### src/rtl/cdbus_rs485_tx.sv
// Half-duplex RS485 byte transmitter: 8N1 frames from a valid/ready stream, with tx_en lead/tail guard.
// Optional CDBUS_RS485_TX_PARITY_EN inserts an even-parity bit (8E1).
module cdbus_rs485_tx #(
  parameter int DIV_W     = 16,
  parameter int PRE_BITS  = 1,
  parameter int POST_BITS = 1
) (
  input  logic             clk,
  input  logic             rst,
  input  logic [DIV_W-1:0] div,
  input  logic [7:0]       din,
  input  logic             din_valid,
  output logic             din_ready,
  output logic             tx,
  output logic             tx_en,
  output logic             busy,
  output logic             done
);

  typedef enum logic [2:0] {
    IDLE   = 3'd0,
    LEAD   = 3'd1,
    START  = 3'd2,
    DATA   = 3'd3,
    PARITY = 3'd4,
    STOP   = 3'd5,
    TAIL   = 3'd6
  } state_t;

  localparam int GW = 16;
  localparam logic [GW-1:0] PRE_LAST  = (PRE_BITS  > 0) ? GW'(PRE_BITS - 1)  : '0;
  localparam logic [GW-1:0] POST_LAST = (POST_BITS > 0) ? GW'(POST_BITS - 1) : '0;

  state_t           state_reg, state_next;
  logic [DIV_W-1:0] div_reg, div_next;
  logic [DIV_W-1:0] div_cnt_reg, div_cnt_next;
  logic [2:0]       bit_cnt_reg, bit_cnt_next;
  logic [GW-1:0]    guard_reg, guard_next;
  logic [7:0]       shift_reg, shift_next;
  logic             tx_reg, tx_next;
  logic             tx_en_reg, tx_en_next;
  logic             done_reg, done_next;
`ifdef CDBUS_RS485_TX_PARITY_EN
  logic             parity_reg, parity_next;
`endif

  logic wrap;
  logic xfer;

  assign wrap      = (div_cnt_reg == div_reg);
  assign din_ready = (state_reg == IDLE) || (state_reg == TAIL) || ((state_reg == STOP) && wrap);
  assign xfer      = din_valid && din_ready;

  always_comb begin
    state_next   = state_reg;
    div_next     = div_reg;
    div_cnt_next = wrap ? '0 : div_cnt_reg + DIV_W'(1);
    bit_cnt_next = bit_cnt_reg;
    guard_next   = guard_reg;
    shift_next   = shift_reg;
    done_next    = 1'b0;
`ifdef CDBUS_RS485_TX_PARITY_EN
    parity_next  = parity_reg;
`endif

    case (state_reg)
      IDLE: begin
        div_cnt_next = '0;
        if (xfer) begin
          // The bit period is frozen for the whole burst from this point on.
          div_next   = div;
          shift_next = din;
`ifdef CDBUS_RS485_TX_PARITY_EN
          parity_next = ^din;
`endif
          guard_next = '0;
          state_next = (PRE_BITS > 0) ? LEAD : START;
        end
      end
      LEAD: begin
        if (wrap) begin
          if (guard_reg == PRE_LAST) begin
            guard_next = '0;
            state_next = START;
          end else begin
            guard_next = guard_reg + GW'(1);
          end
        end
      end
      START: begin
        if (wrap) begin
          bit_cnt_next = '0;
          state_next   = DATA;
        end
      end
      DATA: begin
        if (wrap) begin
          if (bit_cnt_reg == 3'd7) begin
`ifdef CDBUS_RS485_TX_PARITY_EN
            state_next = PARITY;
`else
            state_next = STOP;
`endif
          end else begin
            bit_cnt_next = bit_cnt_reg + 3'd1;
            shift_next   = {1'b0, shift_reg[7:1]};
          end
        end
      end
`ifdef CDBUS_RS485_TX_PARITY_EN
      PARITY: begin
        if (wrap) state_next = STOP;
      end
`endif
      STOP: begin
        if (wrap) begin
          if (xfer) begin
            shift_next = din;
`ifdef CDBUS_RS485_TX_PARITY_EN
            parity_next = ^din;
`endif
            state_next = START;
          end else if (POST_BITS > 0) begin
            guard_next = '0;
            state_next = TAIL;
          end else begin
            state_next = IDLE;
            done_next  = 1'b1;
          end
        end
      end
      TAIL: begin
        if (xfer) begin
          // A byte arriving during the tail restarts the bit timing immediately.
          shift_next = din;
`ifdef CDBUS_RS485_TX_PARITY_EN
          parity_next = ^din;
`endif
          div_cnt_next = '0;
          state_next   = START;
        end else if (wrap) begin
          if (guard_reg == POST_LAST) begin
            state_next = IDLE;
            done_next  = 1'b1;
          end else begin
            guard_next = guard_reg + GW'(1);
          end
        end
      end
      default: state_next = IDLE;
    endcase

    tx_next    = 1'b1;
    tx_en_next = (state_next != IDLE);
    case (state_next)
      START:  tx_next = 1'b0;
      DATA:   tx_next = shift_next[0];
`ifdef CDBUS_RS485_TX_PARITY_EN
      PARITY: tx_next = parity_next;
`endif
      default: tx_next = 1'b1;
    endcase
  end

  always_ff @(posedge clk or posedge rst) begin
    if (rst) begin
      state_reg   <= IDLE;
      div_reg     <= '0;
      div_cnt_reg <= '0;
      bit_cnt_reg <= '0;
      guard_reg   <= '0;
      shift_reg   <= '0;
      tx_reg      <= 1'b1;
      tx_en_reg   <= 1'b0;
      done_reg    <= 1'b0;
`ifdef CDBUS_RS485_TX_PARITY_EN
      parity_reg  <= 1'b0;
`endif
    end else begin
      state_reg   <= state_next;
      div_reg     <= div_next;
      div_cnt_reg <= div_cnt_next;
      bit_cnt_reg <= bit_cnt_next;
      guard_reg   <= guard_next;
      shift_reg   <= shift_next;
      tx_reg      <= tx_next;
      tx_en_reg   <= tx_en_next;
      done_reg    <= done_next;
`ifdef CDBUS_RS485_TX_PARITY_EN
      parity_reg  <= parity_next;
`endif
    end
  end

  assign tx    = tx_reg;
  assign tx_en = tx_en_reg;
  assign busy  = (state_reg != IDLE);
  assign done  = done_reg;

endmodule

### config.mk
export PLATFORM = sky130hd
export DESIGN_NAME = cdbus_rs485_tx
export DESIGN_NICKNAME = d
export VERILOG_FILES = /design/src/rtl/cdbus_rs485_tx.sv
export SDC_FILE = /design/constraint.sdc
export NUM_CORES = 1
export LEC_CHECK = 0
export ABC_AREA = 1
export CAP_MARGIN = 20
export CORE_MARGIN = 4
export CORE_UTILIZATION = 45
export DETAILED_ROUTE_END_ITERATION = 8
export HOLD_SLACK_MARGIN = 0.15
export MAX_ROUTING_LAYER = met4
export PLACE_DENSITY = 0.67
export SYNTH_ARGS = -nofsm -noshare
export SYNTH_HDL_FRONTEND = slang
export SYNTH_SLANG_ARGS = --single-unit
### constraint.sdc
create_clock -name clk -period 2.2 [get_ports clk]
set_input_delay 0.44 -clock clk [delete_from_list [all_inputs] [get_ports clk]]
set_output_delay 0.44 -clock clk [all_outputs]
set_load 0.005 [all_outputs]
== Yosys cells after proc, flatten, opt, wreduce, memory -nomap -nowiden ==
Cells that the tools add are included.
Storage, ports and cells
  output and inout bits: 5
  flip-flop bits (word level): 65
  word-level logic and storage cells: 86
  input bits: 27
Operators by class
  reductions and logical operators: 16
  eq/ne operators: 19
  multiplexer cells: 38
  $add $sub $neg: 3
Operators by type and width (count)
  16-bit two-way mux: 10
  16-bit case mux with 4 select lines: 1
  3-bit two-way mux: 14
  16-bit by 1-bit adder with 16-bit output, second input constant: 2
  8-bit two-way mux: 4
  16-bit case mux with 2 select lines: 1
  8-bit case mux with 3 select lines: 1
  2-bit != test, second input constant: 10
  3-bit case mux with 6 select lines: 1
  16-bit == test: 1
  16-bit logical NOT: 1
  3-bit by 2-bit == test with 1-bit output, second input constant: 4
  3-bit == test, second input constant: 3
  3-bit nonzero test: 3
  4-bit AND reduction: 2
  8-bit AND reduction: 1
  3-bit case mux with 2 select lines: 1
  1-bit two-way mux: 4
  4-bit nonzero test: 1
  3-bit by 1-bit adder with 3-bit output, second input constant: 1
  3-bit by 1-bit == test with 1-bit output, second input constant: 1
  3-bit logical NOT: 1
  1-bit logical AND: 2
  1-bit logical OR: 2
  other kinds (4): 4

== Longest topological paths before layout ==
  depth in word-level cells: 9
  depth in mapped cells: 16
  depth with buffers taken out: 14

== Worst setup path after synthesis ==
OpenSTA, ideal clock, no wires.
  path type: reg-to-reg
  start: reg guard_reg[0]
  end: reg guard_reg[7]
  data required time: 2083 ps
  slack: 468 ps
  arrival: 1615 ps
  path buffers: 1
  cell stages (with the launch flop): 13
  library setup time: 117 ps
  period minus slack after synthesis: 1732 ps
  cell sequence: dfrtp_1 > inv_1 > ha_1 > nand2_1 > nor3_1 > nand3_1 > nor2_1 > o21ai_1 > nand2_1 > nor2_8 > buf_2 > nand3_1 > nand2_1
On the way
  word-level cells in the longest chain between the ends: 5
  elaborated cells between the ends (all ways): 10
  classes of those cells: add/sub: 1; eq/ne: 1; mux: 6; reduce/logical: 2
Ends and longest elaborated chain
  start: declaration: line 38  | logic [GW-1:0] guard_reg, guard_next;
  start signal: assignment: line 184  | guard_reg <= guard_next;
  16-bit by 1-bit adder with 16-bit output: line 86, 146
  16-bit two-way mux: line 142  | if (guard_reg == POST_LAST) begin
  16-bit two-way mux: line 141  | end else if (wrap) begin
  16-bit two-way mux: line 133  | if (xfer) begin
  16-bit case mux with 4 select lines: line 66  | case (state_reg)
Parallel ways exist; a longest one is shown, timed or not. The select of a mux whose other input is x is not followed.
A chain may end at the register's enable or synchronous reset.

== Final worst setup path ==
  start: reg div_reg[13]
  end: out din_ready
On the way
  word-level cells in the longest chain between the ends: 3
Ends and longest elaborated chain
  start: declaration: line 35  | logic [DIV_W-1:0] div_reg, div_next;
  start signal: assignment: line 181  | div_reg <= div_next;
  16-bit == test: line 50  | assign wrap = (div_cnt_reg == div_reg);
  1-bit logical AND: line 51  | assign din_ready = (state_reg == IDLE) || (state_reg == TAIL) || ((state_reg == STOP) && wrap);
  1-bit logical OR: line 51
  end: declaration: line 13  | output logic din_ready,
No other way between the ends.

==> impl_results.md <==
* Outcome: complete, no violations
* Tcrit/Tclk final at 96.6%
* Setup-failing EPs final at 0
* Clock Path Buffers at 2
* Fmax at 0.470 GHz
* Wire per inst at 12.3 um
* Share of cells above drive strength 1 at 13.1%
* R2r worst-path depth at 12
* Crit start category: flop
* Final Skew at 0.0116 ns
* Class of the most critical setup path: flop to output port
* IO Pins at 32
* First-pass GRT wire length at 15800 um
* Synth cell types at 37
* # DRC at 0
* Final TNS setup at 0 ns
* Largest net degree at the start of global routing at 33
* Synth Instances at 550
* Synthesized area at 0.00391 mm^2
* Final nets at 647
* Max Cap Viol at 0
* RR Endpoint: tx_en
* Initial Util at 46.8%
* Synth cell count leaders: nand2_1, inv_1, nor2_1
* Vias in the first global route at 3499
* Initial antenna violation count at 0
* Final ANT Viol Nets at 0
* Slew @ Worst Pin at 0.463 ns
* CTS Buf Count at 9
* Worst Hold Class: primary input to asynchronous set/reset pin
* Clk root buf: clkbuf_8
* N_diodes at 0
* Core footprint at 0.00834 mm^2
* Die W at 101 um
* Flop-to-flop setup slack at 0.21 ns
* Overflow after GRT at 0
* Vias at 3639
* Hold Buf Count CTS at 0
* Reg-to-reg startpoint: guard_reg[1]
* Die area at 0.0102 mm^2
* Fin. Hold Viols at 0
* Top_reg_cell synth: dfrtp_1
* CTS H-tree lvls at 3
* Pwr Total at 3390 uW
* Ranking of synthesized cells by area: dfrtp_1, nand2_1, inv_1, nor2_1, a21oi_1
* Req. time, crit path at 1.76 ns
* Total track usage at 19.7%
* Post-synthesis sequential area ratio at 41.7%
* EDFF count, synth at 0
* Leak at 0.00243 uW
* Clock period minus worst slack at 2.13 ns
* Die height at 101 um
* Clk sink count at 65
* Leading area contributor after synthesis: dfrtp_1
* FF+latch count, synth at 65
* Worst vdd ir at 0.311 mV
* First-pass DRT Iterations at 4
* Final Max Tran Viols at 0
* Routability cong. at 0.955
* DP HPWL at 6510 um
* Crit path DAT at 1.69 ns
* Slew HR at 69.1%
* Initial drt markers at 178
* Fill cell count at 775
* Yosys top cell area share at 41.0%
* Vias/cell at 5.02
* Synthesis Warnings at 0
* Clock Pin Slew Worst Setup and Hold Paths at 0.08 ns
* I/O Buffers at 31
* RSZ-0062 raised after global routing: true
* # rows at 33
* Routed wire length at 8950 um
* Syn_area_per_cell at 7.10 um^2
* Mapped Nets at 582
* CTS tree: done
* Most used standard cell by instance count after synthesis: nand2_1
* Area grow syn2layout at 23.4%
* Crit end category: output port
* CP max FO at 3
* Worst skew pair latency at 0.35 ns
* Ys async rst share at 100%
* Pwr per Cell Area at 703 mW/mm^2
## kinds of logic (layout without fill, tap and decap cells)
family                   count (synthesis)  after routing  share of synthesized area, %
XOR/XNOR                                23             23                          5.16
AND/OR/NAND/NOR                        307            307                          34.2
buffers and inverters                   87            157                          8.77
AO/OA/AOI/OAI                           63             63                          8.61
flip-flops                              65             65                          41.7
adder cells (fa/ha/maj)                  5              5                          1.60
## per-stage QoR
| step | cell area, um^2 | setup WS [ns] | hold WS, ns | utilization (%) | std cells |
|---|---|---|---|---|---|
| 2_1_floorplan | 3910 | 0.135 | 0.451 | - | 550 |
| 3_3_place_gp | 4440 | 0.129 | 0.484 | 53.3 | 689 |
| 3_5_place_dp | 4440 | 0.0704 | 0.491 | 53.3 | 689 |
| 4_1_cts | 4790 | 0.0658 | 0.440 | 57.4 | 722 |
| 5_1_grt | 4820 | -0.0280 | 0.510 | 57.8 | 725 |
| 6_report | 4820 | 0.0739 | 0.429 | 57.8 | 725 |
## cell usage in the layout, fill, tap and decap left out, types with 2 or more instances in the layout
master / instances
a21oi_1: 44
a22o_1: 2
a31oi_1: 3
buf_12: 3
buf_4: 33
clkbuf_8: 11
clkdlybuf4s50_1: 30
clkinv_2: 2
dfrtp_1: 62
dfrtp_2: 2
ha_1: 5
inv_1: 67
inv_2: 5
nand2_1: 163
nand2_2: 6
nand2_4: 2
nand3_1: 34
nand3_2: 2
nand4_1: 5
nor2_1: 64
nor2_2: 5
nor2_4: 4
nor3_1: 9
nor3b_1: 4
nor4_1: 5
o21ai_0: 7
o21ai_1: 3
xnor2_1: 5
xor2_1: 18
## how the worst max path moves through the flow
stage	end	cells after the start	slack [ns]	from
6_report	din_ready	9	0.07	div_reg[13]
5_1_grt	din_ready	9	-0.03	div_cnt_reg[9]
4_1_cts	din_ready	9	0.07	div_cnt_reg[9]
3_5_place_dp	din_ready	9	0.07	div_cnt_reg[3]
3_3_place_gp	din_ready	9	0.13	div_cnt_reg[2]
2_1_floorplan	bit_cnt_reg[0]	1	0.14	rst
## layout make-up
class | count | area (um^2) | share of cell area, %
multi-input cells | 398 | 1960 | 40.6
clock buffers | 12 | 155 | 3.22
clock inverters | 4 | 51.3 | 1.06
well taps | 105 | 131 | 2.73
flip-flops and latches | 65 | 1630 | 33.8
repair buffers | 67 | 617 | 12.8
inverters | 74 | 279 | 5.79
## critical path, cell delays in order, from the launching register on
cell	delay (ns)
dfrtp_1	0.37
inv_1	0.08
nand2_1	0.06
nand2_1	0.06
nor2_2	0.14
nand2_2	0.08
nor2_4	0.12
nand3_2	0.11
nand2_2	0.08
dlygate4sd2_1	0.23
## layer usage
| layer | up-vias | track usage, % | part of all wire, % |
|---|---|---|---|
| met5 | - | - | 0 |
| li1 | 1859 | - | - |
| met3 | 13 | 2.75 | 4.3 |
| met1 | 1699 | 27.3 | 48 |
| met4 | 0 | 6.34 | 1.4 |
| met2 | 68 | 29.8 | 46 |
## where the power goes
part | internal [uW] | total, uW | leakage, uW | switching (uW)
combinational | 362 | 815 | 0.00150 | 453
sequential | 1390 | 1520 | 0.000825 | 130
clock | 586 | 1050 | 0.000103 | 469
## timing repair
action	4_1_cts	5_1_grt
pin swaps	5	3
resized for setup	6	4
buffers inserted	17	3
endpoints found under the setup margin	1	3
gates cloned	0	0
(Power assumes the default switching activity.)
==> patch 1: new RTL, config.mk and constraints unchanged <==
Add an input register stage for `div`, without a reset; this delays it by one clock. The other inputs are not delayed to match.
--- a/src/rtl/cdbus_rs485_tx.sv
+++ b/src/rtl/cdbus_rs485_tx.sv
@@ -33,2 +33,8 @@
 
+  logic [DIV_W-1:0] div_q;
+
+  always_ff @(posedge clk) begin
+    div_q <= div;
+  end
+
   state_t           state_reg, state_next;
@@ -70,3 +76,3 @@
           // The bit period is frozen for the whole burst from this point on.
-          div_next   = div;
+          div_next   = div_q;
           shift_next = din;
Behaviour: not the same (a bounded check fails within 4 cycles, from zero or initial values and one cycle with rst high).
==> patch 1 against the original RTL <==
Worst setup slack lost 0.028 ns; hold slack improved by 0.020 ns; wire length rose by 4.9%; via count increased by 0.69%; critical path type unchanged; critical path depth fell by 1; sequential cell count grew 16; synthesized cell count is 1.3% lower; register-to-register slack lost 0.03 ns; area after synthesis rose by 9.3%; final area up 7.7%; non-clock buffer count decreased by 5; sequential share of layout area grew 3.7 points; critical endpoint unchanged.
Power is not compared: it rests on default switching activity, and its combinational part moved more than twofold at a synthesized area within 25%.
==> patch 1: results <==
grt:
  grt_max_degree: 66
  grt_first_pass_wirelength_um: 15600
  grt_usage_pct: 17.6
  grt_pass1_vias: 3503
cts:
  clkLatencyLatePin_ns: 0.36
  clk_pin_slew_ns: 0.10
  cts_buffer_depth: 2
timing:
  tightest_slew_ns: 0.567
  fin_skew_ns: 0.0145
  fin_ws_ns: 0.0456
run_status:
  run_status: "complete, no violations"
routing:
  drt-initial-drc-count: 154
  first_pass_iters: 7
  avgViaCountPerCell: 4.94
  wirelength_um: 9400
logic_synthesis:
  synth_common_cells: "nand2_1 (123), nor2_1 (71), inv_1 (66)"
  synth_area_leaders: "dfrtp_1 (38%), nand2_1 (11%), dfxtp_1 (7.5%)"
  yosysSeqAreaShare_pct: 45.6
  synth_cell_types: 40
  synthesis.nets: 575
  synthArstFlopShare_pct: 80.2
worst_setup_path:
  crit_slowest_cell: "dfrtp_2"
  r2r-end: "div_reg[12]"
  cp_max_fo: 4
  regToRegSetupSlack_ns: 0.18
  cp.arrival_ns: 1.71
  worst_r2r_path_depth: 11
  critPathLaunch: "div_cnt_reg[4]"
  slowest_delay_ns: 0.45
cells_and_area:
  drive_above_1_share_pct: 18.5
  final_nets: 639
placed_design:
  hpwl_um: 6200
  gp_congestion: 0.889
  io_buffers: 31
  preCtsSetupSlack_ns: 0.0662
power_and_ir_drop:
  vdd_drop_max_mv: 0.467
patch 1: through the flow:
step	cell area, um^2	hold WS, ns	cells
6_report	5190	0.449	741
5_1_grt	5190	0.483	741
4_1_cts	5140	0.466	735
3_5_place_dp	4820	0.452	708
3_3_place_gp	4820	0.452	708
2_1_floorplan	4270	0.446	543
patch 1: layout make-up:
type                       count  area [um^2]
fill                         826         4050
multi-input combinational    379         1990
sequential                    81         1950
timing repair buffer          62          581
inverter                      74          280
tap                          129          161
clock buffer                   9          124
clock inverter                 7          109
patch 1: metal layers:
metal	track usage [%]	vias up	wire, um
met5	-	-	0
met4	6.56	0	117
met3	2.82	11	394
met2	27.3	84	4350
met1	23.2	1708	4530
li1	-	1861	-
patch 1: tightest hold or removal path: cells and delay by family:
| kind | cells | cell delay [ns] |
|---|---|---|
| buffers and inverters | 3 | 0.78 |
patch 1: power groups by stage:
stage	Combinational, uW	Sequential (uW)	Clock, uW
6_report	1740	2130	1290
4_1_cts	1710	2130	1310
2_1_floorplan	1250	2090	0
5_1_grt	1970	2180	1370
3_5_place_dp	1620	2170	0
3_3_place_gp	1580	2160	0
patch 1: repair_timing:
action / CTS / global route
gates cloned: 0 / 1
endpoints found under the setup margin: 1 / 20
resized for setup: 6 / 4
pin swaps: 5 / 3
buffers inserted: 11 / 5
patch 1: cell families (layout without fill, tap and decap cells):
group | count (synthesis) | after routing | synth area share, %
and+or+nand+nor | 279 | 280 | 29.8
muxes | 1 | 1 | 0.234
DFF | 81 | 81 | 45.6
adders and majority gates | 5 | 5 | 1.46
buffers and inverters | 84 | 152 | 8.35
AOI/OAI and AO/OA | 81 | 81 | 12.1
xor gates and xnor gates | 12 | 12 | 2.46
==> patch 2: new RTL, config.mk and constraints unchanged <==
Without the edit above. Change the localparam `GW` from 16 to 17.
--- a/src/rtl/cdbus_rs485_tx.sv
+++ b/src/rtl/cdbus_rs485_tx.sv
@@ -29,3 +29,3 @@
 
-  localparam int GW = 16;
+  localparam int GW = 17;
   localparam logic [GW-1:0] PRE_LAST  = (PRE_BITS  > 0) ? GW'(PRE_BITS - 1)  : '0;
Function: same outputs for any inputs over 10 cycles, from zero or initial values and one cycle with rst high; that may be too few to reach the edited logic, so the function may still have changed.
==> patch 2 against the original RTL <==
Total power increased by 12%; clock power up 35%; final cell count up 1.1%; sequential cell count is 1 higher; combinational power increased by 0.5%; clock skew is 0.0021 ns lower; worst setup slack better by 0.11 ns; final area is 5.8% higher; area after synthesis rose by 6.8%; critical path depth is 3 higher; wire length rose by 5.3%; non-clock buffer count unchanged.
==> patch 2: results <==
worst_setup_path:
  crit_end: "guard_reg[14]"
  crit_slowest_cell: "dfrtp_2"
  worstSetupPathType: "register to register"
  critical-path-top-delay-family: "simple AND/OR/NAND/NOR gates"
  cp_max_fo: 32
  worst_r2r_path_depth: 12
  cp.arrival_ns: 2.25
  critPathLaunch: "div_cnt_reg[12]"
  slowest_delay_ns: 0.44
  regToRegSetupSlack_ns: 0.18
routing:
  drt-initial-drc-count: 121
  num_vias: 3722
  wirelength_um: 9430
  avgViaCountPerCell: 5.08
  first_pass_iters: 4
hold_path:
  hold_class: "primary input to asynchronous set/reset pin"
cts:
  cts_max_level: 3
  clk_pin_slew_ns: 0.08
  clkLatencyLatePin_ns: 0.35
  numCtsBuffers: 9
  cts_buffer_depth: 2
  root_buffer: "clkbuf_8"
logic_synthesis:
  yosysSeqAreaShare_pct: 39.6
  synthesis.nets: 589
  synth_area_leaders: "dfrtp_1 (39%), nand2_1 (13%), inv_1 (5.1%)"
  synth_cell_types: 42
  synthFlopType: "dfrtp_1"
  ys_warn_count: 0
  synthCells: 557
  synth_common_cells: "nand2_1 (144), dfrtp_1 (65), inv_1 (57)"
  synthArstFlopShare_pct: 100
cells_and_area:
  largest_reg_flops: 17
  final_nets: 652
  nFillCells: 796
  diodes: 0
  drive_above_1_share_pct: 22.1
grt:
  grt_first_pass_wirelength_um: 16600
  grt_usage_pct: 18.9
  grt_max_degree: 38
  antenna_found_initial: 0
  grt_pass1_vias: 3620
power_and_ir_drop:
  p_leak_uw: 0.00252
  switching_power_uw: 1120
  vdd_drop_max_mv: 0.422
timing:
  tightest_slew_ns: 0.429
  fin_skew_ns: 0.00952
placed_design:
  hpwl_um: 6920
  place_area_um2: 4700
  gp_congestion: 0.939
  dp_cells: 701
  io_buffers: 31
run_status:
  run_status: "complete, no violations"
## patch 2: cell types whose count changed in the layout (fill, tap and decap cells not counted), sizes merged, moves of 3 or more
cell	delta
nor3b	-3
nor2	-12
o211ai	+5
o21ai	+13
o21bai	+6
nand3	-12
nor3	+7
nand4	+8
bufinv	+3
xor2	-3
inv	+5
a21oi	-9
## patch 2: area by class of cell
class | count | share of cell area, %
clock inverter | 6 | 2.70
tap | 108 | 2.65
multi-input combinational | 398 | 42.2
inverter | 78 | 5.74
sequential | 66 | 32.5
timing repair buffer | 67 | 11.5
clock buffer | 10 | 2.70
## patch 2: worst min-delay path by stage
stage,to
floorplan,shift_reg[6]
global placement,shift_reg[3]
detailed placement,shift_reg[4]
CTS,div_reg[8]
global route,div_reg[8]
finish,div_reg[0]
## patch 2: metrics by stage
stage / worst slack, ns / utilization, % / hold WS, ns
floorplan: 0.107 / - / 0.452
global placement: 0.113 / 52.8 / 0.488
detailed placement: 0.0616 / 52.8 / 0.495
CTS: 0.0243 / 57.3 / 0.406
global route: -0.0187 / 57.4 / 0.420
finish: 0.183 / 57.4 / 0.402
## patch 2: repair_timing
item,4_1_cts,5_1_grt
cloned,0,0
endpoints found under the setup margin,1,19
setup buffers,16,0
gates resized for setup,3,4
pin swaps,3,2
## patch 2: power by group through the flow
stage,clock (uW),sequential [uW],combinational [uW]
finish,1420,1550,819
global placement,0,1580,729
detailed placement,0,1590,750
CTS,1440,1550,829
global route,1500,1570,953
floorplan,0,1550,579
## patch 2: kinds of logic (layout without fill, tap and decap cells)
family	count (synthesis)	after routing	share of synthesized area (%)
AND/OR/NAND/NOR	296	296	33.8
XOR/XNOR	18	18	3.78
AO/OA/AOI/OAI	79	79	12.3
adder cells (fa/ha/maj)	5	5	1.50
buffers and inverters	93	161	9.05
flip-flops	66	66	39.6
## patch 2: layer usage
metal | track usage, % | part of all wire, % | routed length (um)
met5 | - | 0 | 0
met4 | 6.46 | 1.6 | 151
met3 | 3.23 | 3.6 | 339
met2 | 30.2 | 47 | 4420
met1 | 24.2 | 48 | 4520
## patch 2: worst reg2reg max path: cells and delay by family, from the launching register on
kind / cells / cell delay (ns)
AOI/OAI and AO/OA: 2 / 0.13
xor gates and xnor gates: 1 / 0.13
and+or+nand+nor: 7 / 0.95
DFF: 1 / 0.44
buffers and inverters: 2 / 0.26
